### src/rtl/montgomery_modexp_ctrl.sv
// Modular exponentiation controller: left-to-right square-and-multiply scheduled
// onto a single radix-2 bit-serial Montgomery product unit (one reduction step per cycle).
module montgomery_modexp_ctrl #(
    parameter int DATA_WIDTH = 8
) (
    input  logic                  clk,
    input  logic                  reset,
    input  logic                  start,
    input  logic [DATA_WIDTH-1:0] base,
    input  logic [DATA_WIDTH-1:0] exponent,
    input  logic [DATA_WIDTH-1:0] modulant,
    input  logic [DATA_WIDTH-1:0] bit_length,
    input  logic [DATA_WIDTH-1:0] r2_mod,
    output logic                  busy,
    output logic                  done,
    output logic [DATA_WIDTH-1:0] result
);

    localparam int AW = DATA_WIDTH + 2;
    localparam int CW = $clog2(DATA_WIDTH + 1);
    localparam int IW = (DATA_WIDTH > 1) ? $clog2(DATA_WIDTH) : 1;
    localparam logic [DATA_WIDTH-1:0] DW_MAX = DATA_WIDTH'(DATA_WIDTH);

    typedef enum logic [2:0] {S_IDLE, S_LOAD, S_ITER, S_CORR, S_DONE} state_e;
    typedef enum logic [2:0] {OP_XB, OP_ONE, OP_SQR, OP_MUL, OP_FIN} op_e;

    typedef struct packed {
        state_e                state;
        op_e                   op;
        logic                  busy;
        logic                  done;
        logic [DATA_WIDTH-1:0] base;
        logic [DATA_WIDTH-1:0] expo;
        logic [DATA_WIDTH-1:0] n;
        logic [DATA_WIDTH-1:0] r2;
        logic [DATA_WIDTH-1:0] xb;
        logic [DATA_WIDTH-1:0] acc;
        logic [DATA_WIDTH-1:0] x;
        logic [DATA_WIDTH-1:0] y;
        logic [DATA_WIDTH-1:0] result;
        logic [AW-1:0]         a;
        logic [CW-1:0]         k;
        logic [CW-1:0]         cnt;
        logic [IW-1:0]         bidx;
    } regs_t;

    regs_t r_q, r_d;

    logic [CW-1:0]         k_cap;
    logic [DATA_WIDTH-1:0] x_sel, y_sel, mp_out;
    logic [AW-1:0]         a_add, a_odd, a_step;
    logic                  a_ge_n;

    always_comb begin
        if (bit_length == '0) begin
            k_cap = CW'(1);
        end else if (bit_length > DW_MAX) begin
            k_cap = CW'(DATA_WIDTH);
        end else begin
            k_cap = bit_length[CW-1:0];
        end
    end

    // One reduction step: a <- (a + x[i]*y [+ n]) / 2; the width keeps a < 2^(DATA_WIDTH+1).
    assign a_add  = r_q.a + (r_q.x[0] ? {2'b00, r_q.y} : AW'(0));
    assign a_odd  = a_add[0] ? (a_add + {2'b00, r_q.n}) : a_add;
    assign a_step = a_odd >> 1;

    // a < 2n here, so after one conditional subtract the value fits in DATA_WIDTH bits.
    assign a_ge_n = (r_q.a >= {2'b00, r_q.n});
    assign mp_out = a_ge_n ? (r_q.a[DATA_WIDTH-1:0] - r_q.n) : r_q.a[DATA_WIDTH-1:0];

    always_comb begin
        x_sel = r_q.acc;
        y_sel = DATA_WIDTH'(1);
        unique case (r_q.op)
            OP_XB:   begin x_sel = r_q.base;        y_sel = r_q.r2;  end
            OP_ONE:  begin x_sel = DATA_WIDTH'(1);  y_sel = r_q.r2;  end
            OP_SQR:  begin x_sel = r_q.acc;         y_sel = r_q.acc; end
            OP_MUL:  begin x_sel = r_q.acc;         y_sel = r_q.xb;  end
            default: begin x_sel = r_q.acc;         y_sel = DATA_WIDTH'(1); end
        endcase
    end

    always_comb begin
        // NOTE: r_d starts as a copy of r_q so every path assigns it; no latch is inferred.
        r_d = r_q;
        unique case (r_q.state)
            S_IDLE: begin
                if (start) begin
                    r_d.base  = base;
                    r_d.expo  = exponent;
                    r_d.n     = modulant;
                    r_d.r2    = r2_mod;
                    r_d.k     = k_cap;
                    r_d.op    = OP_XB;
                    r_d.bidx  = IW'(DATA_WIDTH - 1);
                    r_d.busy  = 1'b1;
                    r_d.state = S_LOAD;
                end
            end
            S_LOAD: begin
                r_d.x     = x_sel;
                r_d.y     = y_sel;
                r_d.a     = '0;
                r_d.cnt   = '0;
                r_d.state = S_ITER;
            end
            S_ITER: begin
                r_d.a   = a_step;
                r_d.x   = r_q.x >> 1;
                r_d.cnt = r_q.cnt + CW'(1);
                if (r_q.cnt == r_q.k - CW'(1)) begin
                    r_d.state = S_CORR;
                end
            end
            S_CORR: begin
                r_d.state = S_LOAD;
                unique case (r_q.op)
                    OP_XB: begin
                        r_d.xb = mp_out;
                        r_d.op = OP_ONE;
                    end
                    OP_ONE: begin
                        r_d.acc = mp_out;
                        r_d.op  = OP_SQR;
                    end
                    OP_SQR, OP_MUL: begin
                        r_d.acc = mp_out;
                        if (r_q.op == OP_SQR && r_q.expo[r_q.bidx]) begin
                            r_d.op = OP_MUL;
                        end else if (r_q.bidx == '0) begin
                            r_d.op = OP_FIN;
                        end else begin
                            r_d.op   = OP_SQR;
                            r_d.bidx = r_q.bidx - IW'(1);
                        end
                    end
                    default: begin
                        r_d.result = mp_out;
                        r_d.done   = 1'b1;
                        r_d.busy   = 1'b0;
                        r_d.state  = S_DONE;
                    end
                endcase
            end
            default: begin
                r_d.done  = 1'b0;
                r_d.state = S_IDLE;
            end
        endcase
    end

    always_ff @(posedge clk or posedge reset) begin
        // NOTE: sequential state uses non-blocking assignment so all flops update together.
        if (reset) begin
            r_q <= '0;
        end else begin
            r_q <= r_d;
        end
    end

    assign busy   = r_q.busy;
    assign done   = r_q.done;
    assign result = r_q.result;

endmodule

### config.mk
export PLATFORM = sky130hd
export DESIGN_NAME = montgomery_modexp_ctrl
export DESIGN_NICKNAME = d
export VERILOG_FILES = /design/src/rtl/montgomery_modexp_ctrl.sv
export SDC_FILE = /design/constraint.sdc
export NUM_CORES = 1
export LEC_CHECK = 0
export ABC_AREA = 1
export CORE_MARGIN = 1
export CORE_UTILIZATION = 25
export DETAILED_ROUTE_END_ITERATION = 8
export PLACE_DENSITY = 0.53
export SLEW_MARGIN = 40
export SYNTH_ARGS = -nofsm -noshare
export SYNTH_HDL_FRONTEND = slang
export SYNTH_SLANG_ARGS = --single-unit
### constraint.sdc
create_clock -name clk -period 3.1 [get_ports clk]
set_input_delay 0.62 -clock clk [delete_from_list [all_inputs] [get_ports clk]]
set_output_delay 0.62 -clock clk [all_outputs]
set_load 0.02 [all_outputs]
==> Word level (Yosys, flattened, before mapping) <==
Cells that the tools add are included.
{ "totals": {"input_bits": 43, "elab_cells": 90, "reg_bits": 101} }
{ "op_classes": {"eq_ne": 14, "magnitude_cmp": 3, "add_sub_neg": 6, "bitwise": 2, "n_mux": 27, "reduce_logical": 21} }
{ "op_table": {"columns": ["op", "n"], "rows": [
  ["$pmux 8 s2", 2],
  ["$mux 3", 8],
  ["$pmux 8 s3", 1],
  ["$add 10x8->10", 2],
  ["$pmux 10 s2", 1],
  ["$mux 8", 2],
  ["$pmux 4 s2", 2],
  ["$eq 3x2->1 const B", 4],
  ["$pmux 3 s4", 1],
  ["$reduce_and 2->1", 6],
  ["$ge 10x8->1", 1],
  ["$mux 10", 1],
  ["$ne 2x2->1 const B", 5],
  ["$logic_not 3->1", 3],
  ["$pmux 3 s3", 1],
  ["$gt 8x4->1 const B", 1],
  ["$logic_not 8->1", 1],
  ["$mux 4", 2],
  ["$sub 8x8->8", 1],
  ["$mux 7", 1],
  ["$eq 3x1->1 const B", 2],
  ["$pmux 3 s2", 1],
  ["$reduce_and 3->1", 2],
  ["$reduce_or 3->1", 2],
  ["17 further kinds", 20]
]} }

==> Longest topological paths before layout <==
Gate-level depths: netlist (run 1).
{ "logic_depth": {"word_depth": 6, "mapped_depth": 24} }

==> Worst setup path before layout (run 1) <==
Ideal clock, no wire load.
{ "synth_path": {"path_type": "reg-to-reg", "start": "reg r_q[37] (netlist name)", "end": "reg r_q[19] (netlist name)", "arrival_ns": 2.730, "setup_time_ns": 0.119, "slack_ns": 0.252, "path_stages_with_launch": 25, "path_cell_list": "dfrtp_1 clkbuf_1 nand2_1 inv_1 ha_1 inv_1 fa_1 inv_1 nand2_1 nand2_1 nand2_1 xor2_1 ha_1 nand2_1 inv_1 nand2_1 nand2_1 nor2_1 nor2_1 nand3_1 nand2_1 nand2_1 nand2_1 nand3_1 nand2_1"} }
{ "synth_between": {"elab_chain_cells": 5} }
{ "synth_rtl": {"columns": ["item", "line_no", "source"], "rows": [
  ["from (decl)", "47", "regs_t r_q, r_d;"],
  ["from (signal assigned)", "159", "r_q <= r_d;"],
  ["$mux 8 (*)", "65", "assign a_add = r_q.a + (r_q.x[0] ? {2'b00, r_q.y} : AW'(0));"],
  ["$add 10x8->10 (*)", "65", null],
  ["$add 10x8->10", "66", "assign a_odd = a_add[0] ? (a_add + {2'b00, r_q.n}) : a_add;"],
  ["$mux 10 (*)", "66", null],
  ["$pmux 10 s2 (*)", "88", "unique case (r_q.state)"]
]} }
Every way passes the cells marked *; elsewhere a longest branch is shown, timed or not. The select of a mux whose other input is x is not followed.
A chain may end at the register's enable or synchronous reset.

==> Final worst setup path (run 1) <==
Ends and elaborated chain as after synthesis.

==> results.json, run 1 <==
{
  "drt_iter0_markers": 268,
  "comb_power_share_pct": 53.2,
  "cts_tree": "built",
  "ys_top_cells_by_count": "nand2_1 (237), dfrtp_1 (100), inv_1 (74)",
  "fin_nets": 831,
  "vias": 4720,
  "drt_first_pass_iters": 5,
  "p_sw_w": 0.00348,
  "fillers": 2463,
  "fin_tns_setup_ps": 0,
  "worstSetupStartpointType": "register",
  "numPlacedInstances": 1031,
  "drt_wl_total_mm": 14.4,
  "hpwl_mm": 10.9,
  "whs_path_depth": 2,
  "power.leakage_nw": 3.31,
  "seqPwrFrac_pct": 29.6,
  "ys_types": 42,
  "run_status": "complete, no violations",
  "yosysWarnings": 0,
  "grt_setup_unrepaired": "no",
  "cts.root.buffer_cell": "clkbuf_16",
  "gp_congestion": 0.798,
  "setup_viol": 0,
  "required_ps": 3340,
  "drv_cap": 0,
  "grt_pass1_vias": 4646,
  "synthesis.area_um2": 5730,
  "antenna_cells": 0,
  "clk_pin_slew_ps": 70,
  "ys.flop_type": "dfrtp_1",
  "die_x_um": 153,
  "ir_drop_mv": 0.366,
  "die_h_um": 153,
  "core_um2": 22600,
  "synth_nets": 786,
  "drc": 0,
  "drv_slew": 0,
  "netSwitchingFraction_pct": 46.6,
  "pre_cts_ws_ps": 192,
  "stdcell_count": 1047,
  "hold_buffers": 0,
  "synth-seq-area-share_pct": 43.7,
  "min_path_type": "reg2reg",
  "path_max_fanout": 5,
  "power_frac_clock_pct": 17.2,
  "ios": 53,
  "period_minus_slack_ps": 2790,
  "htree_levels": 3,
  "place_area_um2": 6510,
  "grt_start_max_net_pins": 59,
  "synthTopCellsByArea": "dfrtp_1 (44%), nand2_1 (16%), ha_1 (6.1%)",
  "synth.most_common_cell": "nand2_1",
  "die_area_um2": 23500,
  "synthCells": 712,
  "period_share_pct": 90.1,
  "critPathKind": "reg2reg",
  "grt_pass1_wl_mm": 24.1,
  "hold_viol": 0,
  "cp-end-kind": "register",
  "grt_overflow": 0,
  "rr_worst_depth": 20,
  "fin_skew_ps": 13.6,
  "final_area_um2": 6900,
  "cts_buffers": 9,
  "initial_core_util_pct": 25.4,
  "clk_path_buf_depth": 2,
  "antenna_found_initial": 0,
  "relSlewSlack_pct": 54.4,
  "fin_ws_ps": 308,
  "rows": 55,
  "viasPerCell": 4.51,
  "synth_edf_count": 0,
  "powerDensity_nw_per_um2": 1080,
  "port_buffers": 52,
  "critPathArrivalTime_ps": 3040,
  "max_slew.worst_pin.slew_ps": 678,
  "syn_area_per_cell_um2": 8.05,
  "syn_to_final_growth_pct": 20.3,
  "grt_usage_pct": 13.0,
  "ant_nets": 0,
  "drive_gt1_share_pct": 8.40,
  "synthArstFlopShare_pct": 100,
  "synth_seq_cells": 100,
  "synth.largest_area_cell": "dfrtp_1",
  "p_int_w": 0.00399,
  "cts.sinks": 100,
  "insertion_delay_ps": 360,
  "max_freq_ghz": 0.358,
  "wl_per_cell_um": 13.8,
  "synth_top_cell_area_share_pct": 43.7
}
sequential cells by signal, summed over array words and instances, names as in the netlist:
name    cells
busy        1
result      8
done        1
r_q        90
final cells by class:
type | count | area, µm² | area share [%]
clock inverters | 7 | 114 | 1.65
inverters | 83 | 315 | 4.57
well taps | 285 | 357 | 5.17
multi-input cells | 503 | 2790 | 40.5
flip-flops and latches | 100 | 2500 | 36.3
repair buffers | 60 | 593 | 8.60
clock buffers | 9 | 225 | 3.27
logic make-up (layout without fill, tap and decap cells):
family	Yosys count	count (layout)	synth area share, %
and+or+nand+nor	312	312	22.8
xor gates and xnor gates	19	19	2.90
AOI/OAI and AO/OA	141	141	14.8
buffers and inverters	109	159	8.67
DFF	100	100	43.7
adders and majority gates	31	31	7.16
placed cells by master, fill, tap and decap left out, types with 9 or more instances in the layout:
master,Yosys,routed
nand2_1,237,237
dfrtp_1,100,100
inv_1,74,73
clkdlybuf4s50_1,0,52
o21ai_0,41,41
ha_1,28,27
a21oi_1,26,25
nand3_1,25,25
nor2_1,23,22
o22ai_1,15,15
a31oi_1,14,14
o21ai_1,11,11
xor2_1,10,9
xnor2_1,9,9
o21ai_2,9,9
clkbuf_16,0,9
routing by layer:
layer,vias to the layer above,track usage [%],part of all wire [%]
li1,2410,-,-
met1,2224,17.4,48
met2,74,21.3,47
met3,12,1.98,2.7
met4,0,4.57,1.6
met5,-,0,0
what timing repair did:
item	4_1_cts	5_1_grt
resized for setup	0	9
buffers inserted	0	0
setup endpoints to repair	0	3
worst max-delay path: stages (launching register included):
cell and delay [ps]:
dfrtp_1 380, nand2_1 60, inv_1 50, ha_1 160, inv_1 60, fa_2 340, inv_1 60, nand2_1 40
nand2_1 80, nand2_1 100, o21bai_1 170, xor2_1 320, ha_4 280, a21oi_4 140, o21bai_1 80, nand2_1 70
nand2_1 70, nand2_1 60, nand2_1 50, nand3_1 60, nand2_1 60
power by group through the flow:
stage | clock, W | combinational [W] | sequential [W]
2_1_floorplan | 0 | 0.00305 | 0.00210
3_3_place_gp | 0 | 0.00390 | 0.00224
3_5_place_dp | 0 | 0.00394 | 0.00223
4_1_cts | 0.00133 | 0.00396 | 0.00222
5_1_grt | 0.00136 | 0.00454 | 0.00228
6_report | 0.00128 | 0.00397 | 0.00221
stage by stage:
| stage | utilization, % | power, W | hold WS, ps |
|---|---|---|---|
| finish | 30.6 | 0.00747 | 468 |
| global route | 30.6 | 0.00819 | 512 |
| CTS | 30.3 | 0.00750 | 473 |
| detailed placement | 28.8 | 0.00617 | 455 |
| global placement | 28.8 | 0.00613 | 452 |
| floorplan | - | 0.00515 | 437 |
worst paths after layout:
check / slack [ps] / to / start
setup / recovery: 310 / r_q[19] / r_q[37]
hold / removal: 470 / r_q[82] / r_q[82]
setup reg to reg: 310 / r_q[19] / r_q[37]
hold reg to reg: 470 / r_q[82] / r_q[82]
max in group asynchronous: 1800 / r_q[10] / reset
min in group asynchronous: 650 / busy / reset
(Power assumes the default switching activity.)
==> inputs of run 2 (changes only) <==
GPL_TIMING_DRIVEN = 0   (was not set)
==> results.json, run 2 (same netlist as run 1, synthesis figures left out) <==
{
  "run_status": "complete, no violations",
  "clk_path_buf_depth": 2,
  "max_slew.worst_pin.slew_ps": 658,
  "crit_slowest_cell": "dfrtp_2",
  "cts_tree": "built",
  "clk_pin_slew_ps": 80,
  "place_area_um2": 6750,
  "drv_slew": 0,
  "worstSetupStartpointType": "register",
  "ant_nets": 0,
  "seqPwrFrac_pct": 29.2,
  "rows": 55,
  "period_minus_slack_ps": 2930,
  "numPlacedInstances": 1054,
  "cts.sinks": 100,
  "critPathKind": "reg2reg",
  "path_cells": "nand2_1 -> inv_1 -> ha_2 -> inv_2 -> fa_2 -> inv_2 -> nand2_2 -> nand2_2 -> nand2_4 -> o21bai_1 -> xor2_1 -> ha_1 -> a21oi_2 -> o21bai_1 -> nand2_1 -> nand2_2 -> nand2_1 -> nand2_1 -> nand3_1 -> nand2_1",
  "setup_viol": 0,
  "hpwl_mm": 11.9,
  "required_ps": 3360,
  "worst-path-buf-inv": 3,
  "min_path_type": "reg2reg",
  "antenna_cells": 0,
  "fillers": 2400,
  "reg2reg_from": "r_q[37]",
  "final_common_cell": "nand2_1",
  "gp_congestion": 0.839,
  "relSlewSlack_pct": 56.1,
  "fin_nets": 857,
  "final_cell_mix": "nand2_1 (233), dfrtp_1 (99), inv_1 (71)",
  "grt_usage_pct": 13.7,
  "period_share_pct": 94.4,
  "grt_start_max_net_pins": 23,
  "hold_viol": 0,
  "critPathArrivalTime_ps": 3180,
  "p_int_w": 0.00407,
  "insertion_delay_ps": 360,
  "drc": 0,
  "path_delay_family": "adder cells",
  "powerDensity_nw_per_um2": 1070,
  "ios": 53,
  "die_x_um": 153,
  "die_h_um": 153,
  "grt_overflow": 0,
  "ir_drop_mv": 0.375,
  "grt_pass1_vias": 4699,
  "max_freq_ghz": 0.342,
  "power.leakage_nw": 3.45,
  "initial_core_util_pct": 25.4,
  "grt_setup_unrepaired": "yes",
  "cp-end-kind": "register",
  "fin_skew_ps": 10.5,
  "final_area_um2": 7160,
  "path_max_fanout": 7,
  "critPathCapture": "r_q[19]",
  "htree_levels": 3,
  "regToRegSetupSlack_ps": 170,
  "registers.top_by_ff_count": "r_q",
  "crit_path_frequent_cell": "nand2_1",
  "r2r-end": "r_q[19]",
  "grt_pass1_wl_mm": 25.1,
  "drv_cap": 0,
  "cpPeakStageDelay_ps": 420,
  "drt_wl_total_mm": 15.3,
  "crit_cells": 20,
  "stdcell_count": 1073,
  "comb_power_share_pct": 54.9,
  "cts_buffers": 9,
  "antenna_found_initial": 0,
  "p_sw_w": 0.00359,
  "power_frac_clock_pct": 15.9,
  "rr_worst_depth": 20,
  "wl_per_cell_um": 14.3,
  "die_area_um2": 23500,
  "cp-startpoint": "r_q[37]",
  "drt_first_pass_iters": 7,
  "vias": 4831,
  "core_um2": 22600,
  "netSwitchingFraction_pct": 46.9,
  "hold_buffers": 0,
  "cts.root.buffer_cell": "clkbuf_16",
  "drt_iter0_markers": 269,
  "largest_register_ffs": 90,
  "viasPerCell": 4.50,
  "syn_to_final_growth_pct": 24.8,
  "drive_gt1_share_pct": 12.3,
  "port_buffers": 52
}
run 2: how the worst min path moves through the flow:
stage | cells past startpoint | slack [ps] | from | endpoint
finish | 2 | 470 | r_q[79] | r_q[79]
CTS | 2 | 480 | r_q[79] | r_q[79]
global route | 2 | 490 | r_q[77] | r_q[77]
global placement | 2 | 450 | r_q[77] | r_q[77]
detailed placement | 2 | 460 | r_q[79] | r_q[79]
floorplan | 2 | 440 | r_q[77] | r_q[77]
run 2: worst register-to-register path, cell delays in order, from the launching register on:
cell and delay (ps):
dfrtp_2 420, nand2_1 70, inv_1 60, ha_2 180, inv_2 40, fa_2 370, inv_2 60, nand2_2 40
nand2_2 80, nand2_4 60, o21bai_1 160, xor2_1 290, ha_1 350, a21oi_2 200, o21bai_1 90, nand2_1 80
nand2_2 60, nand2_1 50, nand2_1 50, nand3_1 60, nand2_1 60
run 2: power groups by stage:
stage                     clock (W)  combinational [W]  sequential [W]
after detailed placement          0            0.00414         0.00224
after global routing        0.00130            0.00478         0.00231
after global placement            0            0.00409         0.00224
after CTS                   0.00125            0.00416         0.00224
after floorplan                   0            0.00305         0.00210
final                       0.00122            0.00420         0.00224
run 2: through the flow:
step,hold slack (ps),setup TNS [ps],total power (W),util [%],setup slack (ps)
2_1_floorplan,437,0,0.00515,-,252
3_3_place_gp,453,-556,0.00633,29.3,-221
3_5_place_dp,456,-515,0.00638,29.9,-201
4_1_cts,475,0,0.00764,31.3,34.0
5_1_grt,488,-69.8,0.00838,31.7,-40.7
6_report,468,0,0.00766,31.7,174
run 2: what timing repair did:
action	CTS	global route
buffers inserted	0	4
gates cloned	0	0
resized for setup	2	18
setup endpoints to repair	3	5
pin swaps	0	9
run 2: layout make-up:
cell class / instances / area (µm²) / area share, %
multi-input combinational: 503 / 2800 / 39.2
timing repair buffer: 61 / 681 / 9.51
buffer: 25 / 181 / 2.54
inverter: 83 / 315 / 4.41
clock buffer: 10 / 239 / 3.34
sequential: 100 / 2500 / 35.0
tap: 285 / 357 / 4.98
clock inverter: 6 / 77.6 / 1.08
run 2: metal layers:
metal  track usage (%)  share of wire (%)  up-vias
met1              18.2                 48     2286
met4              3.81                1.3        0
met5                 0                  0        -
met3              2.44                3.0       11
met2              22.9                 48       70
li1                  -                  -     2464
==> inputs of run 3 (changes only) <==
RECOVER_POWER = 25   (was not set)
==> results.json, run 3 (same netlist as run 1, synthesis figures left out) <==
{
  "run_status": "complete, no violations",
  "cts.root.buffer_cell": "clkbuf_16",
  "cp-end-kind": "register",
  "ant_nets": 0,
  "die_h_um": 153,
  "cts.sinks": 100,
  "path_max_fanout": 7,
  "period_minus_slack_ps": 2930,
  "fin_tns_setup_ps": 0,
  "die_x_um": 153,
  "drc": 0,
  "core_um2": 22600,
  "registers.top_by_ff_count": "r_q",
  "critPathKind": "reg2reg",
  "cts_buffers": 9,
  "timing.hold.ws_ps": 468,
  "powerDensity_nw_per_um2": 1080,
  "relSlewSlack_pct": 25.0,
  "period_share_pct": 94.4,
  "grt_pass1_vias": 4699,
  "insertion_delay_ps": 360,
  "hold_buffers": 0,
  "htree_levels": 3,
  "antenna_found_initial": 0,
  "drt_first_pass_iters": 4,
  "grt_start_max_net_pins": 23,
  "vias": 4835,
  "largest_register_ffs": 90,
  "setup_viol": 0,
  "worstSetupStartpointType": "register",
  "grt_pass1_wl_mm": 25.1,
  "drt_iter0_markers": 267,
  "ios": 53,
  "die_area_um2": 23500,
  "final_common_cell": "nand2_1",
  "critPathArrivalTime_ps": 3190,
  "max_slew.worst_pin.slew_ps": 1130,
  "hold_viol": 0,
  "required_ps": 3360,
  "hpwl_mm": 11.9,
  "gp_congestion": 0.839,
  "grt_setup_unrepaired": "yes",
  "syn_to_final_growth_pct": 23.9,
  "regToRegSetupSlack_ps": 170,
  "max_freq_ghz": 0.342,
  "power_w": 0.00766,
  "clk_path_buf_depth": 2,
  "initial_core_util_pct": 25.4,
  "min_path_type": "reg2reg",
  "drive_gt1_share_pct": 12.1,
  "antenna_cells": 0,
  "grt_usage_pct": 13.7,
  "final_cell_mix": "nand2_1 (233), dfrtp_1 (99), inv_1 (71)",
  "power.leakage_nw": 3.43,
  "clk_pin_slew_ps": 80,
  "fin_skew_ps": 10.5,
  "drv_cap": 0,
  "wl_per_cell_um": 14.3,
  "grt_overflow": 0,
  "cts_tree": "built",
  "fin_nets": 857,
  "viasPerCell": 4.51,
  "ir_drop_mv": 0.374,
  "drv_slew": 0,
  "port_buffers": 52,
  "rows": 55,
  "drt_wl_total_mm": 15.4
}
-- run 3: worst paths after layout --
path	start	endpoint	cells past startpoint
min reg2reg	r_q[79]	r_q[79]	2
min	r_q[79]	r_q[79]	2
max	r_q[37]	r_q[19]	20
min in group asynchronous	reset	r_q[0]	2
max reg2reg	r_q[37]	r_q[19]	20
max in group asynchronous	reset	r_q[75]	4
-- run 3: area by class of cell --
type,count,area [µm²]
timing repair buffer,61,634
tap,285,357
sequential,100,2500
multi-input combinational,503,2800
fill,2407,15500
clock inverter,6,77.6
buffer,25,181
inverter,83,313
clock buffer,10,239
-- run 3: power by group --
group          internal (W)  leakage, nW  switching, W
combinational       0.00157         2.00       0.00263
sequential          0.00183         1.27      0.000406
clock              0.000664        0.153      0.000558
total               0.00406         3.43       0.00359
-- run 3: metrics by stage --
step	worst slack (ps)	cell area, µm²	utilization [%]	cells
4_1_cts	34.0	7060	31.3	1069
2_1_floorplan	252	5740	-	712
5_1_grt	-40.7	7100	31.5	1073
3_3_place_gp	-221	6610	29.3	1049
6_report	173	7100	31.5	1073
3_5_place_dp	-201	6750	29.9	1054
-- run 3: critical path, stage by stage (launching register included) --
cell,delay [ps]
dfrtp_2,420
nand2_1,60
inv_1,60
ha_2,180
inv_2,40
fa_2,370
inv_2,60
nand2_2,40
nand2_2,80
nand2_4,60
o21bai_1,160
xor2_1,290
ha_1,350
a21oi_2,200
o21bai_1,90
nand2_1,80
nand2_2,60
nand2_1,50
nand2_1,50
nand3_1,60
nand2_1,60
-- run 3: repair_timing --
item	in CTS	in global routing
hold endpoints to repair	0	0
pin swaps	0	9
endpoints found under the setup margin	3	5
buffers inserted	0	4
resized for setup	2	18
-- run 3: metal layers --
metal	global-route usage (%)	share of wire, %	up-vias
met5	0	0	-
met4	3.81	1.3	0
met3	2.44	2.9	12
met2	22.9	47	69
met1	18.2	48	2287
li1	-	-	2467
